==> src/rtl/riscv_pkg.sv <==
// rtl/riscv_pkg.sv - RV opcodes, immediate format enum and opcode-to-format decode
package riscv_pkg;

  localparam logic [6:0] OP_LOAD   = 7'h03;
  localparam logic [6:0] OP_IMM    = 7'h13;
  localparam logic [6:0] OP_JALR   = 7'h67;
  localparam logic [6:0] OP_STORE  = 7'h23;
  localparam logic [6:0] OP_BRANCH = 7'h63;
  localparam logic [6:0] OP_LUI    = 7'h37;
  localparam logic [6:0] OP_AUIPC  = 7'h17;
  localparam logic [6:0] OP_OP     = 7'h33;
  localparam logic [6:0] OP_JAL    = 7'h6F;

  typedef enum logic [2:0] {FMT_R, FMT_I, FMT_S, FMT_B, FMT_U, FMT_J, FMT_BAD} imm_fmt_e;

  function automatic imm_fmt_e fmt_of(input logic [6:0] op);
    case (op)
      OP_LOAD, OP_IMM, OP_JALR: return FMT_I;
      OP_STORE:                 return FMT_S;
      OP_BRANCH:                return FMT_B;
      OP_LUI, OP_AUIPC:         return FMT_U;
      OP_JAL:                   return FMT_J;
      OP_OP:                    return FMT_R;
      default:                  return FMT_BAD;
    endcase
  endfunction

endpackage

==> src/rtl/imm_range_check.sv <==
// rtl/imm_range_check.sv - combinational check that an immediate fits its format slot
module imm_range_check
  import riscv_pkg::*;
#(
  parameter int XLEN = 64
) (
  input  imm_fmt_e        fmt_i,
  input  logic [XLEN-1:0] imm_i,
  output logic            ok_o
);

  // imm == sext(imm[n:0]) exactly when bits [XLEN-1:n] are all equal
  logic sx11, sx12, sx20, sx31;
  assign sx11 = (&imm_i[XLEN-1:11]) | ~(|imm_i[XLEN-1:11]);
  assign sx12 = (&imm_i[XLEN-1:12]) | ~(|imm_i[XLEN-1:12]);
  assign sx20 = (&imm_i[XLEN-1:20]) | ~(|imm_i[XLEN-1:20]);
  assign sx31 = (&imm_i[XLEN-1:31]) | ~(|imm_i[XLEN-1:31]);

  always_comb begin
    ok_o = 1'b1;
    case (fmt_i)
      FMT_I, FMT_S: ok_o = sx11;
      FMT_B:        ok_o = sx12 & ~imm_i[0];
      FMT_J:        ok_o = sx20 & ~imm_i[0];
      FMT_U:        ok_o = sx31 & ~(|imm_i[11:0]);
      default:      ok_o = 1'b1;
    endcase
  end

endmodule

==> src/rtl/instruction_encoder.sv <==
// rtl/instruction_encoder.sv - 2-stage valid/ready RV instruction packer
// Optional immediate range/alignment checking under IMM_RANGE_CHECK_EN.
module instruction_encoder
  import riscv_pkg::*;
#(
  parameter int XLEN      = 64,
  parameter int ERR_CNT_W = 16
) (
  input  logic                 clk,
  input  logic                 rst_n,
  input  logic                 in_valid,
  output logic                 in_ready,
  input  logic [6:0]           in_opcode,
  input  logic [4:0]           in_rd,
  input  logic [4:0]           in_rs1,
  input  logic [4:0]           in_rs2,
  input  logic [2:0]           in_funct3,
  input  logic [6:0]           in_funct7,
  input  logic [XLEN-1:0]      in_imm,
  output logic                 out_valid,
  input  logic                 out_ready,
  output logic [31:0]          out_instr,
  output logic                 out_err,
  output logic [ERR_CNT_W-1:0] err_count
);

  localparam logic [ERR_CNT_W-1:0] CNT_ONE = {{(ERR_CNT_W-1){1'b0}}, 1'b1};

  logic        s1_valid_q;
  imm_fmt_e    s1_fmt_q;
  logic [6:0]  s1_op_q;
  logic [4:0]  s1_rd_q, s1_rs1_q, s1_rs2_q;
  logic [2:0]  s1_f3_q;
  logic [6:0]  s1_f7_q;
  logic [31:0] s1_imm_q;
  logic        s1_rng_ok_q;

  logic                 s2_valid_q;
  logic [31:0]          s2_instr_q;
  logic                 s2_err_q;
  logic [ERR_CNT_W-1:0] err_cnt_q;

  imm_fmt_e    in_fmt;
  logic        rng_ok_d;
  logic        s2_load;
  logic [31:0] instr_d;
  logic        err_d;
  logic        unused_imm_hi;

  assign in_fmt        = fmt_of(in_opcode);
  // Upper immediate bits only matter to the range check; the packer never sees them.
  assign unused_imm_hi = ^in_imm[XLEN-1:32];

`ifdef IMM_RANGE_CHECK_EN
  imm_range_check #(.XLEN(XLEN)) u_imm_range_check (
    .fmt_i (in_fmt),
    .imm_i (in_imm),
    .ok_o  (rng_ok_d)
  );
`else
  assign rng_ok_d = 1'b1;
`endif

  assign s2_load  = !s2_valid_q || out_ready;
  assign in_ready = !s1_valid_q || s2_load;

  always_ff @(posedge clk or negedge rst_n) begin
    if (!rst_n) begin
      s1_valid_q  <= 1'b0;
      s1_fmt_q    <= FMT_BAD;
      s1_op_q     <= '0;
      s1_rd_q     <= '0;
      s1_rs1_q    <= '0;
      s1_rs2_q    <= '0;
      s1_f3_q     <= '0;
      s1_f7_q     <= '0;
      s1_imm_q    <= '0;
      s1_rng_ok_q <= 1'b1;
    end else if (in_ready) begin
      s1_valid_q <= in_valid;
      if (in_valid) begin
        s1_fmt_q    <= in_fmt;
        s1_op_q     <= in_opcode;
        s1_rd_q     <= in_rd;
        s1_rs1_q    <= in_rs1;
        s1_rs2_q    <= in_rs2;
        s1_f3_q     <= in_funct3;
        s1_f7_q     <= in_funct7;
        s1_imm_q    <= in_imm[31:0];
        s1_rng_ok_q <= rng_ok_d;
      end
    end
  end

  always_comb begin
    instr_d = '0;
    case (s1_fmt_q)
      FMT_R: instr_d = {s1_f7_q, s1_rs2_q, s1_rs1_q, s1_f3_q, s1_rd_q, s1_op_q};
      FMT_I: instr_d = {s1_imm_q[11:0], s1_rs1_q, s1_f3_q, s1_rd_q, s1_op_q};
      FMT_S: instr_d = {s1_imm_q[11:5], s1_rs2_q, s1_rs1_q, s1_f3_q, s1_imm_q[4:0], s1_op_q};
      FMT_B: instr_d = {s1_imm_q[12], s1_imm_q[10:5], s1_rs2_q, s1_rs1_q, s1_f3_q,
                        s1_imm_q[4:1], s1_imm_q[11], s1_op_q};
      FMT_U: instr_d = {s1_imm_q[31:12], s1_rd_q, s1_op_q};
      FMT_J: instr_d = {s1_imm_q[20], s1_imm_q[10:1], s1_imm_q[11], s1_imm_q[19:12],
                        s1_rd_q, s1_op_q};
      default: instr_d = '0;
    endcase
    err_d = (s1_fmt_q == FMT_BAD) || !s1_rng_ok_q;
  end

  always_ff @(posedge clk or negedge rst_n) begin
    if (!rst_n) begin
      s2_valid_q <= 1'b0;
      s2_instr_q <= '0;
      s2_err_q   <= 1'b0;
    end else if (s2_load) begin
      s2_valid_q <= s1_valid_q;
      if (s1_valid_q) begin
        s2_instr_q <= instr_d;
        s2_err_q   <= err_d;
      end
    end
  end

  always_ff @(posedge clk or negedge rst_n) begin
    if (!rst_n) begin
      err_cnt_q <= '0;
    end else if (s2_valid_q && out_ready && s2_err_q && !(&err_cnt_q)) begin
      err_cnt_q <= err_cnt_q + CNT_ONE;
    end
  end

  assign out_valid = s2_valid_q;
  assign out_instr = s2_instr_q;
  assign out_err   = s2_err_q;
  assign err_count = err_cnt_q;

endmodule
==> config.mk <==
export PLATFORM = sky130hd
export DESIGN_NAME = instruction_encoder
export DESIGN_NICKNAME = d
export VERILOG_FILES = /design/src/rtl/riscv_pkg.sv /design/src/rtl/imm_range_check.sv /design/src/rtl/instruction_encoder.sv
export SDC_FILE = /design/constraint.sdc
export NUM_CORES = 1
export LEC_CHECK = 0
export ABC_AREA = 1
export CAP_MARGIN = 40
export CELL_PAD_IN_SITES_DETAIL_PLACEMENT = 1
export CELL_PAD_IN_SITES_GLOBAL_PLACEMENT = 1
export CORE_ASPECT_RATIO = 1.75
export CORE_MARGIN = 2
export CORE_UTILIZATION = 49
export DETAILED_ROUTE_END_ITERATION = 16
export DONT_BUFFER_PORTS = 1
export HOLD_SLACK_MARGIN = 0.1
export PLACE_DENSITY = 0.9
export SETUP_SLACK_MARGIN = 0.15
export SKIP_CTS_REPAIR_TIMING = 1
export SLEW_MARGIN = 40
export SYNTH_ARGS = -nofsm -noshare
export SYNTH_HDL_FRONTEND = slang
export SYNTH_HIERARCHICAL = 1
export SYNTH_SLANG_ARGS = --single-unit
==> constraint.sdc <==
create_clock -name clk -period 3.15 [get_ports clk]
set_clock_uncertainty 0.05 [all_clocks]
set_input_delay 0.4725 -clock clk [delete_from_list [all_inputs] [get_ports clk]]
set_output_delay 0.4725 -clock clk [all_outputs]
set_load 0.01 [all_outputs]
==> summary.md <==
| Metric | Value |
|---|---|
| Vias per Instance | 5.540 |
| Post-synth EDFFs | 0 |
| Pwr dens | 792.0 mW/mm2 |
| Synth top area share | 0.5394 |
| Final setup vio count | 0 |
| Share of power burned in registers | 0.432 |
| Critical path type | reg -> reg |
| Slew HR | 0.5216 |
| Num rows | 50 |
| Synth warn | 6 |
| Critical path cell sequence | ha_1 > inv_2 > nor2_4 > nand2_4 > o21ai_4 > inv_4 > nand2_1 > nand2_1 |
| Top post-synthesis cells by area | dfrtp_1 54%, nand2_1 27%, o21ai_0 2.4% |
| Most frequent CP cell | nand2_1 |
| First-pass GRT wire length | 25.54 mm |
| Slowest library cell on the worst path | dfrtp_1 |
| H-tree Lvls | 4 |
| Placed wire-length estimate | 10.21 mm |
| Grt ovf | 0 |
| CTS tree | yes |
| DRT Pass-1 Iters | 4 |
| Critical Path Source Type | register |
| Comb power frac | 0.126 |
| Post-synthesis sequential area ratio | 0.5492 |
| Largest net degree at the start of global routing | 119 |
| Yosys cell types | 30 |
| Global Route met2 Usage | 0.5314 |
| Chip Width | 83.22 um |
| Max VDD drop | 516.6 uV |
| Initial core utilization | 0.5030 |
| Most used routing layer | met2 |
| Post-synthesis async set-or-reset flop share | 1.000 |
| Net switching power | 1.411 mW |
| R2R depth | 8 |
| Area grow syn2layout | 13.76% |
| Sw Share | 0.2911 |
| Antenna Cells | 0 |
| Mapped Area | 0.005381 mm2 |
| RSZ-0062 raised after global routing | no |
| Critical Path Fanout Max | 18 |
| Max Fclk | 479.0 MHz |
| Power, Total | 4.849 mW |
| Chip height | 142.6 um |
| Antenna viol nets, final | 0 |
| GR Layer Usage met3 | 0.07168 |
| Die ar. | 0.01187 mm2 |
| Failing checks | negative hold slack |
| IO buf count | 0 |
| CTS Buf Count | 17 |
| Final wirelength | 15.40 mm |
| Max Cap Viol | 0 |
| Fin nets | 789 |
| WL/cell | 18.54 um |
| WP data arrival | 2330 ps |
| Final worst-path cycle share | 0.6627 |
| Final GP Congestion | 0.8574 |
| Syn_nets | 792 |
| Synth Flop Type | dfrtp_1 |
| Clock transition at path regs | 50 ps |
| P_leak | 3.185 nW |
| Clk_lat worst skew | 410 ps |
| Syn Inst Count | 691 |
| Most frequent cell after synthesis | nand2_1 |
| CP endpoint kind | register |
| Number of global-route vias before repair | 5185 |
| Critical path's largest stage delay | 470 ps |
| List of most frequent post-synthesis cells | 380 x nand2_1, 116 x dfrtp_1, 34 x nor2_1 |
| CTS Sinks | 118 |
| Mean Syn Cell Area | 7.788 um2 |
| Max Transition Viols Final | 0 |
| Routed vias | 4604 |
| Share of layout cells above drive strength 1 | 0.07561 |
| Core area | 0.01070 mm2 |
| Initial drt markers | 208 |
| Cell taking the most area after synthesis | dfrtp_1 |
| Clock group share of total power | 0.441 |
| Root buffer cell | clkbuf_16 |
| CTS Buffer Depth | 2 |
| DRC Markers | 0 |
| Yosys reg bits | 118 |
| Final min period | 2087 ps |
| Measured slew at the worst slew-check pin | 715.0 ps |
| WP data required | 3390 ps |
| Antenna violations before repair | 0 |
| Met1 usage | 0.2787 |
| Outcome | finished, violations left |
| Fin. Hold Viols | 118 |
| Fin Setup TNS | 0 ps |
| Global Route Usage Sum | 0.2737 |
| Num ports | 151 |
| Internal | 3.437 mW |
| Hold WS | -291.8 ps |
| Hold WC Path Type | in -> async |
-- power by group through the flow --
stage                     clock [mW]  combinational (mW)  sequential [mW]
final                           2.14               0.612             2.10
after global routing            2.23               0.708             2.13
after CTS                       2.17               0.620             2.10
after detailed placement           0               0.599             2.11
after global placement             0               0.553             2.10
after floorplan                    0               0.469             2.03
-- cells in the final DEF, fill, tap and decap left out, types with 5 or more instances in the layout --
cell,count
o211ai_1,6
a21boi_0,8
nand3_1,20
clkbuf_16,17
o21ai_0,26
nand2_1,379
o21ai_1,6
nor2_1,34
xnor2_1,6
nand4_1,6
dfrtp_1,116
bufinv_16,5
inv_1,32
-- stage by stage --
| step | hold slack, ps | instances | util | instance area [um2] | worst slack, ps |
|---|---|---|---|---|---|
| 3_3_place_gp | 129.4 | 799 | 0.5109 | 5465 | 1167 |
| 4_1_cts | -303.4 | 831 | 0.5723 | 6122 | 1030 |
| 5_1_grt | -307.9 | 831 | 0.5723 | 6122 | 890.5 |
| 3_5_place_dp | 129.2 | 799 | 0.5109 | 5465 | 1041 |
| 2_1_floorplan | 126.9 | 691 | - | 5381 | 1518 |
| 6_report | -291.8 | 831 | 0.5723 | 6122 | 1063 |
-- flip-flops by register name (all words and copies together) (netlist names), 5 cells and up --
signal     count
s1_rd_q        5
s1_imm_q      32
s1_rs2_q       5
s1_op_q        7
err_count     16
s1_rs1_q       5
out_instr     32
s1_f7_q        7
-- worst paths after layout --
| check | from | to | slack, ps |
|---|---|---|---|
| worst min-delay path | rst_n | err_count[9] | -290 |
| max in group asynchronous | rst_n | s1_fmt_q[1] | 3120 |
| worst min register to register | s1_f3_q[2] | s1_f3_q[2] | 430 |
| worst max register to register | err_count[0] | err_count[0] | 1060 |
| worst max-delay path | err_count[0] | err_count[0] | 1060 |
| min in group clk | in_rs1[1] | s1_rs1_q[1] | 120 |
-- final cells by class --
class | instances | area [um2]
clock inverter | 12 | 200.2
inverter | 37 | 141.4
multi-input combinational | 510 | 2163
clock buffer | 20 | 456.7
fill | 1325 | 4576
sequential | 118 | 2955
timing repair buffer | 4 | 42.54
tap | 130 | 162.7
-- worst max-delay path, delay by kind of cell (launching register included) --
family	cells	cell delay, ps
DFF	1	470
adders and majority gates	1	310
AOI/OAI and AO/OA	1	470
and+or+nand+nor	4	410
buffers and inverters	2	250
-- metal layers --
metal,share of wire,wire [um]
met2,0.57,8848
met3,0.050,764
met1,0.36,5471
met4,0.021,318
met5,0,0
-- cell families (layout without fill, tap and decap cells) --
family / Yosys count / after routing / synth area share
flip-flops: 118 / 118 / 0.5492
adder cells (fa/ha/maj): 1 / 1 / 0.002325
AND/OR/NAND/NOR: 451 / 451 / 0.3295
XOR/XNOR: 7 / 7 / 0.01139
buffers and inverters: 63 / 73 / 0.04929
AO/OA/AOI/OAI: 51 / 51 / 0.05836
Note: power is estimated with default switching activity, not from simulation.
